===== config.mk =====
export PLATFORM = sky130hd
export DESIGN_NAME = driver_sout_reader
export DESIGN_NICKNAME = d
export VERILOG_FILES = /design/src/rtl/driver_sout_reader.sv
export SDC_FILE = /design/constraint.sdc
export NUM_CORES = 1
export LEC_CHECK = 0
export CAP_MARGIN = 5
export CORE_MARGIN = 2
export CORE_UTILIZATION = 30
export CTS_CLUSTER_SIZE = 10
export DETAILED_ROUTE_END_ITERATION = 10
export SYNTH_ARGS = -nofsm -noshare
export SYNTH_HDL_FRONTEND = slang
export SYNTH_SLANG_ARGS = --single-unit
export TNS_END_PERCENT = 50

===== constraint.sdc =====
create_clock -name clk -period 2.75 [get_ports clk]
set_clock_uncertainty 0.15 [all_clocks]
set_input_delay 0.4125 -clock clk [delete_from_list [all_inputs] [get_ports clk]]
set_output_delay 0.4125 -clock clk [all_outputs]
set_load 0.02 [all_outputs]

===== src/rtl/driver_sout_reader.sv =====
// Readback receiver for the LED driver SOUT daisy chain: walks the SOUT mux, deserializes one word per driver and flags mismatches.
// Optional capture outputs are enabled by defining SOUT_READER_CAPTURE_EN; NB_DRIVERS must be <= 32.
module driver_sout_reader #(
    parameter int unsigned WORD_WIDTH     = 48,
    parameter int unsigned NB_DRIVERS     = 30,
    parameter int unsigned TIMEOUT_CYCLES = 4096
) (
    input  logic                  clk,
    input  logic                  nrst,
    input  logic                  driver_sclk,
    input  logic                  driver_lat,
    input  logic                  driver_sout,
    output logic [4:0]            driver_sout_mux,
    input  logic                  start,
    input  logic [WORD_WIDTH-1:0] expected_word,
    output logic                  busy,
    output logic                  done,
    output logic [31:0]           mismatch_mask,
    output logic                  timeout,
    output logic [WORD_WIDTH-1:0] captured_word,
    output logic                  captured_valid
);

    localparam int unsigned MUX_W = 5;
    localparam int unsigned CNT_W = $clog2(WORD_WIDTH + 1);
    localparam int unsigned WD_W  = $clog2(TIMEOUT_CYCLES + 1);

    typedef enum logic [2:0] {
        S_IDLE, S_ARM, S_SHIFT, S_COMPARE, S_NEXT, S_FINISH
    } state_t;

    state_t state_q, state_d;

    logic sclk_q, sclk_qq, lat_q, lat_qq, sout_q;
    logic sclk_rise, lat_fall, lat_rise, wd_event, wd_hit, cnt_full, last_drv;

    logic [CNT_W-1:0]      cnt_q, cnt_d;
    logic [WD_W-1:0]       wd_q, wd_d;
    logic [WORD_WIDTH-1:0] shreg_q, shreg_d;
    logic [MUX_W-1:0]      mux_d;
    logic                  busy_d, done_d, timeout_d;
    logic [31:0]           mask_d;

    // Input stage: same clock domain, registered only for edge detection
    always_ff @(posedge clk or negedge nrst) begin
        if (!nrst) begin
            sclk_q  <= 1'b0;
            sclk_qq <= 1'b0;
            lat_q   <= 1'b0;
            lat_qq  <= 1'b0;
            sout_q  <= 1'b0;
        end else begin
            sclk_q  <= driver_sclk;
            sclk_qq <= sclk_q;
            lat_q   <= driver_lat;
            lat_qq  <= lat_q;
            sout_q  <= driver_sout;
        end
    end

    assign sclk_rise = sclk_q & ~sclk_qq;
    assign lat_fall  = ~lat_q & lat_qq;
    assign lat_rise  = lat_q & ~lat_qq;
    assign wd_event  = sclk_rise | lat_fall | lat_rise;
    assign wd_hit    = (wd_q == WD_W'(TIMEOUT_CYCLES)) && !wd_event;
    assign cnt_full  = (cnt_q == CNT_W'(WORD_WIDTH));
    assign last_drv  = (driver_sout_mux == MUX_W'(NB_DRIVERS - 1));

    always_ff @(posedge clk or negedge nrst) begin
        if (!nrst) state_q <= S_IDLE;
        else       state_q <= state_d;
    end

    always_comb begin
        state_d = state_q;
        case (state_q)
            S_IDLE:    if (start) state_d = S_ARM;
            S_ARM: begin
                if (lat_fall)    state_d = S_SHIFT;
                else if (wd_hit) state_d = S_FINISH;
            end
            S_SHIFT: begin
                if (cnt_full)      state_d = S_COMPARE;
                else if (lat_rise) state_d = S_NEXT;
                else if (wd_hit)   state_d = S_FINISH;
            end
            S_COMPARE: state_d = S_NEXT;
            S_NEXT:    state_d = last_drv ? S_FINISH : S_ARM;
            S_FINISH:  state_d = S_IDLE;
            default:   state_d = S_IDLE;
        endcase
    end

    // Next values for the registered outputs and datapath
    always_comb begin
        mux_d     = driver_sout_mux;
        busy_d    = busy;
        done_d    = (state_d == S_FINISH);
        mask_d    = mismatch_mask;
        timeout_d = timeout;
        cnt_d     = cnt_q;
        shreg_d   = shreg_q;
        wd_d      = '0;

        case (state_q)
            S_IDLE: begin
                if (start) begin
                    mask_d    = '0;
                    timeout_d = 1'b0;
                    mux_d     = '0;
                    busy_d    = 1'b1;
                end
            end
            S_ARM: begin
                if (lat_fall) begin
                    cnt_d = '0;
                end else if (wd_hit) begin
                    timeout_d               = 1'b1;
                    mask_d[driver_sout_mux] = 1'b1;
                end
            end
            S_SHIFT: begin
                if (!cnt_full) begin
                    if (lat_rise) begin
                        mask_d[driver_sout_mux] = 1'b1;
                    end else if (wd_hit) begin
                        timeout_d               = 1'b1;
                        mask_d[driver_sout_mux] = 1'b1;
                    end else if (sclk_rise) begin
                        shreg_d = {shreg_q[WORD_WIDTH-2:0], sout_q};
                        cnt_d   = cnt_q + CNT_W'(1);
                    end
                end
            end
            S_COMPARE: begin
                if (shreg_q != expected_word) mask_d[driver_sout_mux] = 1'b1;
            end
            S_NEXT: begin
                if (!last_drv) mux_d = driver_sout_mux + MUX_W'(1);
            end
            S_FINISH: busy_d = 1'b0;
            default: ;
        endcase

        // Watchdog runs only while waiting on the controller, restarting on any activity or state entry
        if ((state_q == S_ARM || state_q == S_SHIFT) && state_d == state_q && !wd_event)
            wd_d = wd_q + WD_W'(1);
    end

    always_ff @(posedge clk or negedge nrst) begin
        if (!nrst) begin
            driver_sout_mux <= '0;
            busy            <= 1'b0;
            done            <= 1'b0;
            mismatch_mask   <= '0;
            timeout         <= 1'b0;
            cnt_q           <= '0;
            wd_q            <= '0;
            shreg_q         <= '0;
        end else begin
            driver_sout_mux <= mux_d;
            busy            <= busy_d;
            done            <= done_d;
            mismatch_mask   <= mask_d;
            timeout         <= timeout_d;
            cnt_q           <= cnt_d;
            wd_q            <= wd_d;
            shreg_q         <= shreg_d;
        end
    end

`ifdef SOUT_READER_CAPTURE_EN
    logic cap_load;
    assign cap_load = (state_q == S_COMPARE);

    always_ff @(posedge clk or negedge nrst) begin
        if (!nrst) begin
            captured_word  <= '0;
            captured_valid <= 1'b0;
        end else begin
            captured_valid <= cap_load;
            if (cap_load) captured_word <= shreg_q;
        end
    end
`else
    assign captured_word  = '0;
    assign captured_valid = 1'b0;
`endif

endmodule


==> results by stage <==
Setup path:
- In this design, the largest share of critical-path delay is due to simple AND/OR/NAND/NOR gates.
- The largest fanout on the critical path is 32.
- Together, buffers and inverters on the worst path number 2.
- The master of the slowest instance on the critical path is sky130_fd_sc_hd__dfrtp_1.
- Walking the worst path, the cells encountered are xor2_1 -> nor4_1 -> buf_4 -> nand4_1 -> nor4_4 -> buf_12 -> o31ai_1.
- The number of cell instances on the worst register-to-register path is 7.
- The startpoint identified for the worst register-to-register timing path is shreg_q[2].
- The type of the worst setup path is reg -> reg.
- STA classifies the critical path endpoint as a flip-flop.
- The worst register-to-register path ends at mismatch_mask[11].
- The data arrival time at the worst-slack endpoint is 2460 ps.
- The required time of the critical path is 2870 ps.
- The largest single stage delay on the critical path is 430 ps.
- The critical path launch point type is a flip-flop.
- The critical path depth is 7.
- The most critical setup path has its startpoint at shreg_q[2].
- The worst reg-to-reg setup slack is 410 ps.
- The most critical setup path has its endpoint at mismatch_mask[11].

Drt:
- The number of DRC markers in iteration 0 is 195.
- After detailed routing, the average wire length per cell comes to between 10 and 15 microns.
- The vias after detailed routing is 4214.
- The count of nets left with antenna violations after detail routing is 0.
- The total length of routed wires is about 14000 microns.
- Using the TritonRoute via totals, the vias-per-cell ratio works out to 4.49.
- After detailed routing, the number of remaining DRC violations is 0.
- The first detailed-routing pass took 4 iterations.

Clocking:
- The number of buffers between clock root and the deepest sink is 2.
- The count of H-tree levels built during CTS is 4.
- The TritonCTS buffer count is 17.
- Clock-pin slew was measured on the worst setup and hold paths at 60 ps.
- The total clock sinks is 115.
- The clock latency reported for the late side of the worst-skew pair is 420 ps.
- The clock tree root buffer cell is sky130_fd_sc_hd__clkbuf_16.
- TritonCTS built the clock tree.

Cells and area:
- Relative to the synthesized area, the layout overhead comes to 29.9%.
- The final cell utilization of the core is between 30% and 40%.
- The share of cells above drive strength 1 is 16.6%.
- The number of nets at the end of the flow is 722.
- The area of all placed cells without fillers is 7760 sq um.
- 0 antenna diodes ended up in the layout.

Timing:
- Of the available clock period, the critical path in the final layout requires between 80 and 90%.
- The count of final hold-check violations is 0.
- After layout, the minimum clock period comes to roughly 2300 ps.
- The worst-margin pin slew is 685 ps.
- The final max-slew violation count is 0.
- The final worst hold slack is 235 ps.
- In this run the tightest slew margin relative to its limit is a little over half.
- The count of final setup violators is 0.
- Setup repair after global routing left no endpoint under its margin.
- The highest attainable clock frequency is 427 MHz.

Logic synthesis:
- Yosys instantiated no cell more often than sky130_fd_sc_hd__dfrtp_1.
- The biggest area contributor in the post-synthesis netlist is sky130_fd_sc_hd__dfrtp_1.
- Each instance of the synthesized netlist takes up on average 10.7 sq um.
- After synthesis, the cell types taking the most area are sky130_fd_sc_hd__dfrtp_1 (48%), sky130_fd_sc_hd__mux2_2 (8.7%), sky130_fd_sc_hd__xor2_1 (8.4%).
- The count of flip-flops with a built-in enable after synthesis is 0.
- The commonest register cell after synthesis is sky130_fd_sc_hd__dfrtp_1.
- The synthesized netlist devotes 1.68% of its cell area to adder and majority cells.
- Synthesis inferred 115 register bits.
- Of all flip-flops after synthesis, the portion carrying an async set or reset was 100%.
- The xor-xnor portion of the synthesized cell area is 9.38%.
- In this run the cell area of the synthesized design comes to 5970 sq um.
- The number of library cell types mapped by synthesis is 53.
- The post-synthesis cell count is 558.
- The total of warnings raised by yosys is 0.
- In the synthesized netlist, mux cells make up a little under a tenth of the area.
- The main combinational cell family by area after synthesis is simple AND/OR/NAND/NOR gates.
- The fraction of the mapped netlist area in compound gates is ~7.6%.
- The fraction of synthesized cell area taken by the top area cell type is 48.2%.
- The post-synthesis share of cell area spent on and, or, nand and nor gates is 15.0%.
- The share of the Yosys chip area taken by registers is roughly 48%.
- In the synthesized netlist, the cells that appear most often are sky130_fd_sc_hd__dfrtp_1 (115), sky130_fd_sc_hd__nand2_1 (77), sky130_fd_sc_hd__xor2_1 (57).

GRT:
- The first global-routing pass estimated 22300 microns of wire.
- The total overflow reported by the global router is 0.
- The initial antenna violation count was 0.
- The number of global-route vias before repair was approximately 4200.
- Global routing used 13.3% of the available tracks.
- The largest net degree at the start of global routing is 46.

Power:
- Summed over all cells, the static leakage comes to 3.50 nW.
- IR analysis of the VDD net gives a maximum drop of 0.000482 V.
- Dividing total power by cell area gives a power density of 667 nW/um^2.

Place:
- The final weighted congestion of routability-driven global placement is about 0.8.
- Once placement finished, the instance area stood at 7120 sq um.
- The HPWL reported at the end of detailed placement is 9660 microns.
- The count of port buffers added during placement is 93.

Status:
- The flow ran to the end, and the final reports show no timing, DRC or antenna violations.

Run:
- The number of max-capacitance violations reported is 0.

Floorplanning:
- Pin placement for this block handled 143 I/O pins.
- The width of the die is 145 microns.
- In this run the vertical extent of the chip is 145 microns.
- The starting density of the core is 30.6%.
- The floorplan step defined a die boundary enclosing about 21000 sq um.
- The floorplan has 51 rows.
- The core region is 19500 sq um.

Worst hold path:
- The type of the tightest min-delay check is reg -> reg.
metrics by stage:
step / total power, mW / instances / setup WS (ps) / setup TNS [ps]
2_1_floorplan: 2.54 / 606 / 673 / 0
3_3_place_gp: 2.85 / 905 / 32.5 / 0
3_5_place_dp: 2.86 / 905 / -12.9 / -53.6
4_1_cts: 5.23 / 938 / 392 / 0
5_1_grt: 5.41 / 938 / 229 / 0
6_report: 5.18 / 938 / 408 / 0
worst register-to-register path, stage by stage, from the launching register on:
cell and delay (ps):
sky130_fd_sc_hd__dfrtp_1 430, sky130_fd_sc_hd__xor2_1 160, sky130_fd_sc_hd__nor4_1 410, sky130_fd_sc_hd__buf_4 180, sky130_fd_sc_hd__nand4_1 150, sky130_fd_sc_hd__nor4_4 380, sky130_fd_sc_hd__buf_12 230, sky130_fd_sc_hd__o31ai_1 110
state kept, by name (all words and copies together), names as in the netlist:
signal           count
sclk_q               1
lat_q                1
timeout              1
lat_qq               1
state_q              3
sout_q               1
sclk_qq              1
driver_sout_mux      5
busy                 1
done                 1
cnt_q                6
mismatch_mask       32
shreg_q             48
wd_q                13
layout by cell type (no fill, tap or decap), types with 12 or more instances in the layout:
master                            netlist  routed
sky130_fd_sc_hd__and3_1                13      12
sky130_fd_sc_hd__buf_4                 49      15
sky130_fd_sc_hd__clkbuf_16              0      17
sky130_fd_sc_hd__clkdlybuf4s50_1        0      92
sky130_fd_sc_hd__conb_1                 1      49
sky130_fd_sc_hd__dfrtp_1              115     115
sky130_fd_sc_hd__mux2_2                46      46
sky130_fd_sc_hd__nand2_1               77      77
sky130_fd_sc_hd__nor2_1                13      13
sky130_fd_sc_hd__nor3_1                17      17
sky130_fd_sc_hd__nor4_1                13      13
sky130_fd_sc_hd__o31ai_1               32      32
sky130_fd_sc_hd__xor2_1                57      57
how the worst min path moves through the flow:
stage / cells after the start / to / startpoint
floorplan: 0 / busy / nrst
global placement: 0 / sclk_qq / sclk_q
detailed placement: 0 / sclk_qq / sclk_q
CTS: 0 / sclk_qq / sclk_q
global route: 0 / sclk_qq / sclk_q
finish: 0 / sclk_qq / sclk_q
logic make-up after synthesis:
kind of cell | after synthesis
AOI/OAI and AO/OA | 61
xor gates and xnor gates | 64
adders and majority gates | 8
buffers and inverters | 84
DFF | 115
muxes | 50
other | 1
and+or+nand+nor | 175
power by group:
part	internal (mW)	switching, mW	total, mW
Sequential	1.77	0.119	1.89
Combinational	0.353	0.593	0.946
Clock	1.54	0.810	2.34
final cells by class:
| class | count | area [sq um] |
|---|---|---|
| Fill cell | 1915 | 11800 |
| Sequential cell | 115 | 2880 |
| Multi-Input combinational cell | 407 | 2770 |
| Timing Repair Buffer | 112 | 1120 |
| Clock buffer | 19 | 443 |
| Tap cell | 265 | 332 |
| Clock inverter | 13 | 184 |
| Inverter | 7 | 26.3 |
metal layers:
metal / share of wire [%] / GRT usage, %
met1: 48 / 18.0
met2: 45 / 20.0
met3: 6.5 / 4.84
met4: 0.85 / 3.58
met5: 0 / 0
what timing repair did:
item / in CTS / in global routing
endpoints found under the hold margin: 39 / 0
buffers inserted: 0 / 0
hold buffers: 1 / 0
resized for setup: 0 / 0
Note: power is estimated with default switching activity, not from simulation.
